$ cat config.mk
export PLATFORM = sky130hd
export DESIGN_NAME = score_engine_flat
export DESIGN_NICKNAME = d
export VERILOG_FILES = /design/src/rtl/score_engine_pkg.sv /design/src/rtl/score_engine_if.sv /design/src/rtl/score_engine_combo_timer.sv /design/src/rtl/score_engine.sv /design/src/flat_wrapper.sv
export SDC_FILE = /design/constraint.sdc
export NUM_CORES = 1
export LEC_CHECK = 0
export CAP_MARGIN = 10
export CORE_MARGIN = 1.5
export CORE_UTILIZATION = 52
export CTS_BUF_LIST = sky130_fd_sc_hd__clkbuf_16
export DETAILED_ROUTE_END_ITERATION = 16
export PLACE_DENSITY_LB_ADDON = 0.12
export SETUP_SLACK_MARGIN = 0.5
export SLEW_MARGIN = 20
export SYNTH_ARGS = -nofsm -noshare
export SYNTH_HDL_FRONTEND = slang
export SYNTH_SLANG_ARGS = --single-unit
$ cat constraint.sdc
create_clock -name clk -period 4.63 [get_ports clk]
set_input_delay 0.926 -clock clk [delete_from_list [all_inputs] [get_ports clk]]
set_output_delay 0.926 -clock clk [all_outputs]
set_load 0.1 [all_outputs]
$ cat src/rtl/score_engine_pkg.sv
// Shared definitions for the pinball score engine: FSM encoding, default
// game constants and the saturating score adder.
package score_engine_pkg;

    typedef enum logic [1:0] {
        S_IDLE      = 2'd0,
        S_PLAY      = 2'd1,
        S_GAME_OVER = 2'd2
    } state_e;

    localparam int DEF_BASE_POINTS  = 100;
    localparam int DEF_MAX_MULT     = 4;
    localparam int DEF_COMBO_WINDOW = 50_000_000;
    localparam int DEF_BALLS        = 3;
    localparam int DEF_MAX_SCORE    = 60000;

    // The sum is formed one bit wider than the product so it can never wrap.
    function automatic logic [15:0] sat_add(input logic [15:0] acc,
                                            input logic [18:0] inc,
                                            input logic [15:0] limit);
        logic [19:0] sum;
        sum = {4'b0000, acc} + {1'b0, inc};
        if (sum >= {4'b0000, limit}) begin
            sat_add = limit;
        end else begin
            sat_add = sum[15:0];
        end
    endfunction

endpackage

$ cat src/rtl/score_engine_if.sv
// Event-in / score-out bundle between the edge pulsers, the score engine
// and the BCD display path.
interface score_engine_if;
    logic        hit;
    logic        drain;
    logic        new_game;
    logic [15:0] score;
    logic [2:0]  mult;
    logic [2:0]  balls_left;
    logic        game_over;
    logic        playing;

    modport master (
        output hit, drain, new_game,
        input  score, mult, balls_left, game_over, playing
    );

    modport slave (
        input  hit, drain, new_game,
        output score, mult, balls_left, game_over, playing
    );
endinterface

$ cat src/rtl/score_engine_combo_timer.sv
// Combo window down-counter: reloads on a hit, counts down while playing and
// flags the cycle on which the window runs out.
module score_engine_combo_timer #(
    parameter int WINDOW = 8
) (
    input  logic clk,
    input  logic rst_n,
    input  logic load,
    input  logic clear,
    input  logic count,
    output logic active,
    output logic expired
);
    localparam int TW = $clog2(WINDOW + 1);
    localparam logic [TW-1:0] RELOAD = TW'(WINDOW);
    localparam logic [TW-1:0] ONE    = TW'(1);
    localparam logic [TW-1:0] ZERO   = TW'(0);

    logic [TW-1:0] cnt_q;
    logic [TW-1:0] cnt_d;

    // Clear wins over load so a drain in the same cycle as a hit kills the combo.
    always_comb begin
        cnt_d = cnt_q;
        if (clear) begin
            cnt_d = ZERO;
        end else if (load) begin
            cnt_d = RELOAD;
        end else if (count && (cnt_q != ZERO)) begin
            cnt_d = cnt_q - ONE;
        end else begin
            cnt_d = cnt_q;
        end
    end

    // Counter register.
    always_ff @(posedge clk or negedge rst_n) begin
        if (!rst_n) begin
            cnt_q <= ZERO;
        end else begin
            cnt_q <= cnt_d;
        end
    end

    assign active  = (cnt_q != ZERO);
    assign expired = count && !load && !clear && (cnt_q == ONE);

endmodule

$ cat src/rtl/score_engine.sv
// Game-rule stage: game FSM, ball counter, combo multiplier and saturating
// score accumulator feeding the BCD converter.
module score_engine
    import score_engine_pkg::*;
#(
    parameter int BASE_POINTS  = DEF_BASE_POINTS,
    parameter int MAX_MULT     = DEF_MAX_MULT,
    parameter int COMBO_WINDOW = DEF_COMBO_WINDOW,
    parameter int BALLS        = DEF_BALLS,
    parameter int MAX_SCORE    = DEF_MAX_SCORE
) (
    input  logic          clk,
    input  logic          rst_n,
    score_engine_if.slave bus
);
    localparam logic [15:0] BASE_W  = 16'(BASE_POINTS);
    localparam logic [2:0]  MAX_M   = 3'(MAX_MULT);
    localparam logic [2:0]  BALLS_W = 3'(BALLS);
    localparam logic [15:0] LIMIT_W = 16'(MAX_SCORE);

    state_e      state_q, state_d;
    logic [15:0] score_q, score_d;
    logic [2:0]  mult_q, mult_d;
    logic [2:0]  balls_q, balls_d;
    logic        playing_q, playing_d;
    logic        game_over_q, game_over_d;

    logic        valid_state_s;
    logic        start_s;
    logic        in_play_s;
    logic        last_ball_s;
    logic [2:0]  mult_hit_s;
    logic [18:0] pts_s;
    logic        tmr_load_s;
    logic        tmr_clear_s;
    logic        tmr_active_s;
    logic        tmr_expired_s;

    assign valid_state_s = (state_q == S_IDLE) || (state_q == S_PLAY) ||
                           (state_q == S_GAME_OVER);
    assign start_s       = bus.new_game && valid_state_s;
    assign in_play_s     = (state_q == S_PLAY);
    assign last_ball_s   = (balls_q <= 3'd1);
    assign pts_s         = 19'(BASE_W) * 19'(mult_hit_s);

    score_engine_combo_timer #(
        .WINDOW (COMBO_WINDOW)
    ) u_combo_timer (
        .clk     (clk),
        .rst_n   (rst_n),
        .load    (tmr_load_s),
        .clear   (tmr_clear_s),
        .count   (in_play_s),
        .active  (tmr_active_s),
        .expired (tmr_expired_s)
    );

    // State register.
    always_ff @(posedge clk or negedge rst_n) begin
        if (!rst_n) begin
            state_q <= S_IDLE;
        end else begin
            state_q <= state_d;
        end
    end

    // Next-state logic: new_game outranks drain in every state.
    always_comb begin
        state_d = state_q;
        case (state_q)
            S_IDLE: begin
                if (bus.new_game) state_d = S_PLAY;
                else              state_d = S_IDLE;
            end
            S_PLAY: begin
                if (bus.new_game)                      state_d = S_PLAY;
                else if (bus.drain && last_ball_s)     state_d = S_GAME_OVER;
                else                                   state_d = S_PLAY;
            end
            S_GAME_OVER: begin
                if (bus.new_game) state_d = S_PLAY;
                else              state_d = S_GAME_OVER;
            end
            default: state_d = S_IDLE;
        endcase
    end

    // Registered status flags decoded from the upcoming state.
    always_comb begin
        playing_d   = (state_d == S_PLAY);
        game_over_d = (state_d == S_GAME_OVER);
    end

    // Multiplier a hit would score with this cycle.
    always_comb begin
        mult_hit_s = 3'd1;
        if (tmr_active_s) begin
            if (mult_q >= MAX_M) mult_hit_s = MAX_M;
            else                 mult_hit_s = mult_q + 3'd1;
        end else begin
            mult_hit_s = 3'd1;
        end
    end

    // Score, multiplier and ball datapath; a hit is scored before a same-cycle drain.
    always_comb begin
        score_d     = score_q;
        mult_d      = mult_q;
        balls_d     = balls_q;
        tmr_load_s  = 1'b0;
        tmr_clear_s = 1'b0;
        if (start_s) begin
            score_d     = 16'd0;
            mult_d      = 3'd1;
            balls_d     = BALLS_W;
            tmr_clear_s = 1'b1;
        end else if (in_play_s) begin
            if (bus.hit) begin
                score_d    = sat_add(score_q, pts_s, LIMIT_W);
                mult_d     = mult_hit_s;
                tmr_load_s = 1'b1;
            end else if (tmr_expired_s) begin
                mult_d = 3'd1;
            end else begin
                mult_d = mult_q;
            end
            if (bus.drain) begin
                tmr_clear_s = 1'b1;
                if (last_ball_s) begin
                    balls_d = 3'd0;
                    mult_d  = 3'd0;
                end else begin
                    balls_d = balls_q - 3'd1;
                    mult_d  = 3'd1;
                end
            end else begin
                balls_d = balls_q;
            end
        end else if (!valid_state_s) begin
            score_d     = 16'd0;
            mult_d      = 3'd0;
            balls_d     = 3'd0;
            tmr_clear_s = 1'b1;
        end else begin
            score_d = score_q;
        end
    end

    // Output and datapath registers.
    always_ff @(posedge clk or negedge rst_n) begin
        if (!rst_n) begin
            score_q     <= 16'd0;
            mult_q      <= 3'd0;
            balls_q     <= 3'd0;
            playing_q   <= 1'b0;
            game_over_q <= 1'b0;
        end else begin
            score_q     <= score_d;
            mult_q      <= mult_d;
            balls_q     <= balls_d;
            playing_q   <= playing_d;
            game_over_q <= game_over_d;
        end
    end

    assign bus.score      = score_q;
    assign bus.mult       = mult_q;
    assign bus.balls_left = balls_q;
    assign bus.game_over  = game_over_q;
    assign bus.playing    = playing_q;

endmodule

$ cat src/flat_wrapper.sv
// flat-port wrapper written by rule: the top's interface ports become plain ports
module score_engine_flat import score_engine_pkg::*;
#(
    parameter int BASE_POINTS  = DEF_BASE_POINTS,
    parameter int MAX_MULT     = DEF_MAX_MULT,
    parameter int COMBO_WINDOW = DEF_COMBO_WINDOW,
    parameter int BALLS        = DEF_BALLS,
    parameter int MAX_SCORE    = DEF_MAX_SCORE
)
  (clk, rst_n, bus_hit, bus_drain, bus_new_game, bus_score, bus_mult, bus_balls_left, bus_game_over, bus_playing);
  score_engine_if bus_i ();
  input  logic clk;
  input  logic rst_n;
  input wire logic [$bits(bus_i.hit)-1:0] bus_hit;
  input wire logic [$bits(bus_i.drain)-1:0] bus_drain;
  input wire logic [$bits(bus_i.new_game)-1:0] bus_new_game;
  output wire logic [$bits(bus_i.score)-1:0] bus_score;
  output wire logic [$bits(bus_i.mult)-1:0] bus_mult;
  output wire logic [$bits(bus_i.balls_left)-1:0] bus_balls_left;
  output wire logic [$bits(bus_i.game_over)-1:0] bus_game_over;
  output wire logic [$bits(bus_i.playing)-1:0] bus_playing;
  assign bus_i.hit = bus_hit;
  assign bus_i.drain = bus_drain;
  assign bus_i.new_game = bus_new_game;
  assign bus_score = bus_i.score;
  assign bus_mult = bus_i.mult;
  assign bus_balls_left = bus_i.balls_left;
  assign bus_game_over = bus_i.game_over;
  assign bus_playing = bus_i.playing;
  score_engine #(.BASE_POINTS(BASE_POINTS), .MAX_MULT(MAX_MULT), .COMBO_WINDOW(COMBO_WINDOW), .BALLS(BALLS), .MAX_SCORE(MAX_SCORE)) u_core (.clk(clk), .rst_n(rst_n), .bus(bus_i));
endmodule
==> results list <==
- Critical Setup Path Class: reg -> reg
- During placement, the flow inserted port buffers numbering 26.
- Setup violators final: 0
* Final min period: 4.55 ns
* Total grt overflow: 0
- The detailed router finished its first iteration with 124 violations.
- At the worst endpoint, the required time is 4.81 ns.
* Synth warnings: 0
- Predominant post-synthesis flop cell: sky130_fd_sc_hd__dfrtp_1
- Ys async rst share: 100%
- CP Max Fanout: 5
- Count of final max-slew check failures: 0
- Gp weighted congestion: 0.867
* Sort of element at the start of the critical path: register
- Number of placement rows: 28
- The number of global-route vias before repair came to 2574.
* Synth cell types: 62
- Antenna Diode Count: 0
- Clock Sink Count: 50
* Final Hold Violating Endpoints: 0
- Cells with a size suffix above 1 make up 21.4% of the layout.
- The number of antenna violations at the first check in global routing was 0.
- At the later pin of the worst-skew pair, clock insertion delay measures 0.29 ns.
* Wire per inst: 16.3 um
- The synthesized design devotes to its leading area cell type 39.2% of total area.
* Antenna violation net count after detailed routing: 0
- Initial cell density of the core: 53.9%
- Sorting the synthesized cells by how often they occur yields sky130_fd_sc_hd__dfrtp_1 (50), sky130_fd_sc_hd__nor2_1 (35), sky130_fd_sc_hd__nand2_1 (33).
- Detailed-route via count: 2725
- Wires add up to 7.70 mm.
- The die is 81.3 um tall.
- Result of the run: finished, final reports clean
- Net count of the finished layout: 423
- Final period utilization: 98.2%
- The number of clock buffers added by TritonCTS is 5.
- EDFF count, synth: 0
- Dividing the synthesized area by the synthesized cell count gives 9.15 um^2.
- The H-tree generated during clock tree synthesis spans 2 levels.
* Number of top-level pins: 29
- Clock tree from TritonCTS: done
- Yosys attributes the largest share of cell area to sky130_fd_sc_hd__dfrtp_1 (39%), sky130_fd_sc_hd__ha_1 (7.8%), sky130_fd_sc_hd__a21oi_1 (4.2%).
- Total placed instance area: 0.00364 mm^2
- Path class of the lowest-slack min-delay path: reg -> reg
- Maximum buffer depth of the clock tree: 2
* Chip Width: 81.3 um
- Unrepaired setup endpoints after global routing: yes
- Headroom to the max-slew limit: 32.4%
* Min Hold Slack: 0.548 ns
- Max-cap violations in this run came to 0.
- For this run, design rule violations remaining after detail routing come to 0.
* Most instantiated library cell after synthesis: sky130_fd_sc_hd__dfrtp_1
- Across the routed clock network, the largest skew measured is 0.00486 ns.
- Sum of negative setup slack: 0 ns
- At the pin with the least slew margin, the transition time is 1.01 ns.
- The die covers 0.00662 mm^2.
* Number of iterations in the first detailed-routing pass: 4
- Derived from the worst setup path, the maximum achievable clock frequency is 220 MHz.
* Average vias per placed instance: 5.76
* Clock root buffer: sky130_fd_sc_hd__clkbuf_16
- Register area share after synthesis: 39.2%
- Count of hold buffers inserted by post-cts repair: 0
- The first global-routing pass estimated 12.9 mm of wire.
- STA classifies the critical path endpoint as a register.
* Arrival time at the worst endpoint: 4.73 ns
- Fill cells in the final layout number 487.
* Global routing usage summed across all routing layers: 25.5%
- Sum of net half-perimeters after detailed placement: 5.07 mm
- The finished cells cover 0.00405 mm^2.
- Biggest area consumer among synthesized cells: sky130_fd_sc_hd__dfrtp_1
- Maximum number of pins on one net before global-route repair: 51
- In the synthesized netlist, the number of instances is 349.
- The core region is 0.00592 mm^2.
- From synthesis to final layout, the design area changed by 26.9%.
- Mapped Area: 0.00319 mm^2
- After synthesis the netlist holds a flip-flop and latch count of 50.
- Clock input transition at the sequential cells of the worst setup and hold paths: 0.07 ns
-- stage by stage --
stage                     std cells  utilization [%]  setup WS, ns
final                           473             68.4        0.0818
after CTS                       471             67.4         0.139
after detailed placement        446             61.5      -0.00950
after global placement          446             61.5        0.0821
after global routing            473             68.4       -0.0413
after floorplan                 350                -         0.222
-- sequential cells by signal (all words and copies together), names as in the netlist --
signal	count
u_core.u_combo_timer.cnt_q	26
u_core.bus.playing	1
u_core.bus.score	14
u_core.bus.mult	3
u_core.bus.game_over	1
u_core.state_q	2
u_core.bus.balls_left	3
-- what timing repair did --
item,in CTS,in global routing
gates cloned,2,0
gates resized for setup,16,12
endpoints found under the setup margin,14,14
pin swaps,20,14
setup buffers,15,2
-- placed cells by master, fill, tap and decap left out, drive strengths merged, types with 3 or more instances in the layout --
cell and count:
or4 4, nand2 33, nor2 35, a31oi 3, dfrtp 50, o21a 3
buf 27, o21ai 21, nor3b 3, nor2b 4, inv 11, nor4 6
a22o 4, a21o 5, clkbuf 5, xnor2 15, or2 5, clkdlybuf4s50 25
and3 3, xor2 11, or3 5, ha 20, a21oi 29, nor3 19
nand2b 8, o211ai 4, nand4b 3, nand3 4
-- cell type report --
| class | instances | area [um^2] | area share, % |
|---|---|---|---|
| Timing Repair Buffer | 52 | 467 | 11.5 |
| Clock buffer | 5 | 125 | 3.09 |
| Tap cell | 75 | 93.8 | 2.32 |
| Clock inverter | 3 | 21.3 | 0.525 |
| Inverter | 11 | 41.3 | 1.02 |
| Sequential cell | 50 | 1250 | 30.9 |
| Multi-Input combinational cell | 277 | 2050 | 50.6 |
-- kinds of logic (layout without fill, tap and decap cells) --
kind of cell | Yosys count | in the layout | share of synthesized area [%]
xor+xnor | 26 | 26 | 7.13
fa+ha+maj | 21 | 21 | 8.47
buf+inv | 25 | 71 | 4.08
simple gates | 141 | 141 | 24.0
flops | 50 | 50 | 39.2
other cells | 1 | 2 | 0.117
compound gates | 84 | 86 | 16.7
mux | 1 | 1 | 0.353
-- worst paths after layout --
path                                                               to  depth (start not counted)  slack (ns)                                        from
min reg2reg                u_core.u_combo_timer.cnt_q[24]$_DFFE_PN0P_                          2        0.55  u_core.u_combo_timer.cnt_q[24]$_DFFE_PN0P_
max reg2reg                           u_core.bus.score[4]$_DFFE_PN0P_                         18        0.08   u_core.u_combo_timer.cnt_q[6]$_DFFE_PN0P_
min in group asynchronous             u_core.bus.score[4]$_DFFE_PN0P_                          2        0.74                                       rst_n
max                                   u_core.bus.score[4]$_DFFE_PN0P_                         18        0.08   u_core.u_combo_timer.cnt_q[6]$_DFFE_PN0P_
max in group asynchronous              u_core.bus.game_over$_DFF_PN0_                          2        3.45                                       rst_n
min                        u_core.u_combo_timer.cnt_q[24]$_DFFE_PN0P_                          2        0.55  u_core.u_combo_timer.cnt_q[24]$_DFFE_PN0P_
-- per-layer routing --
metal | GRT usage (%) | vias to the layer above | part of all wire, %
met5 | 0 | - | 0
met4 | 6.90 | 0 | 0.66
met3 | 3.93 | 6 | 4.9
met2 | 38.3 | 73 | 46
met1 | 38.1 | 1307 | 48
li1 | - | 1339 | -
-- critical path, stage by stage, from the launching register on --
cell	delay (ns)
sky130_fd_sc_hd__dfrtp_1	0.38
sky130_fd_sc_hd__or4_4	0.53
sky130_fd_sc_hd__and4bb_2	0.33
sky130_fd_sc_hd__and4_4	0.25
sky130_fd_sc_hd__nand2_4	0.06
sky130_fd_sc_hd__and3b_2	0.25
sky130_fd_sc_hd__ha_4	0.23
sky130_fd_sc_hd__ha_4	0.16
sky130_fd_sc_hd__ha_4	0.14
sky130_fd_sc_hd__or2_4	0.25
sky130_fd_sc_hd__ha_4	0.22
sky130_fd_sc_hd__and3_4	0.18
sky130_fd_sc_hd__a221o_2	0.44
sky130_fd_sc_hd__buf_12	0.16
sky130_fd_sc_hd__nor3_4	0.20
sky130_fd_sc_hd__nor3_4	0.07
sky130_fd_sc_hd__a21oi_4	0.23
sky130_fd_sc_hd__nor3_4	0.08
sky130_fd_sc_hd__a32o_1	0.27
Power is left out: the tool's default activity adds up to more than one toggle a clock period on the data nets, which glitch-free logic cannot reach.
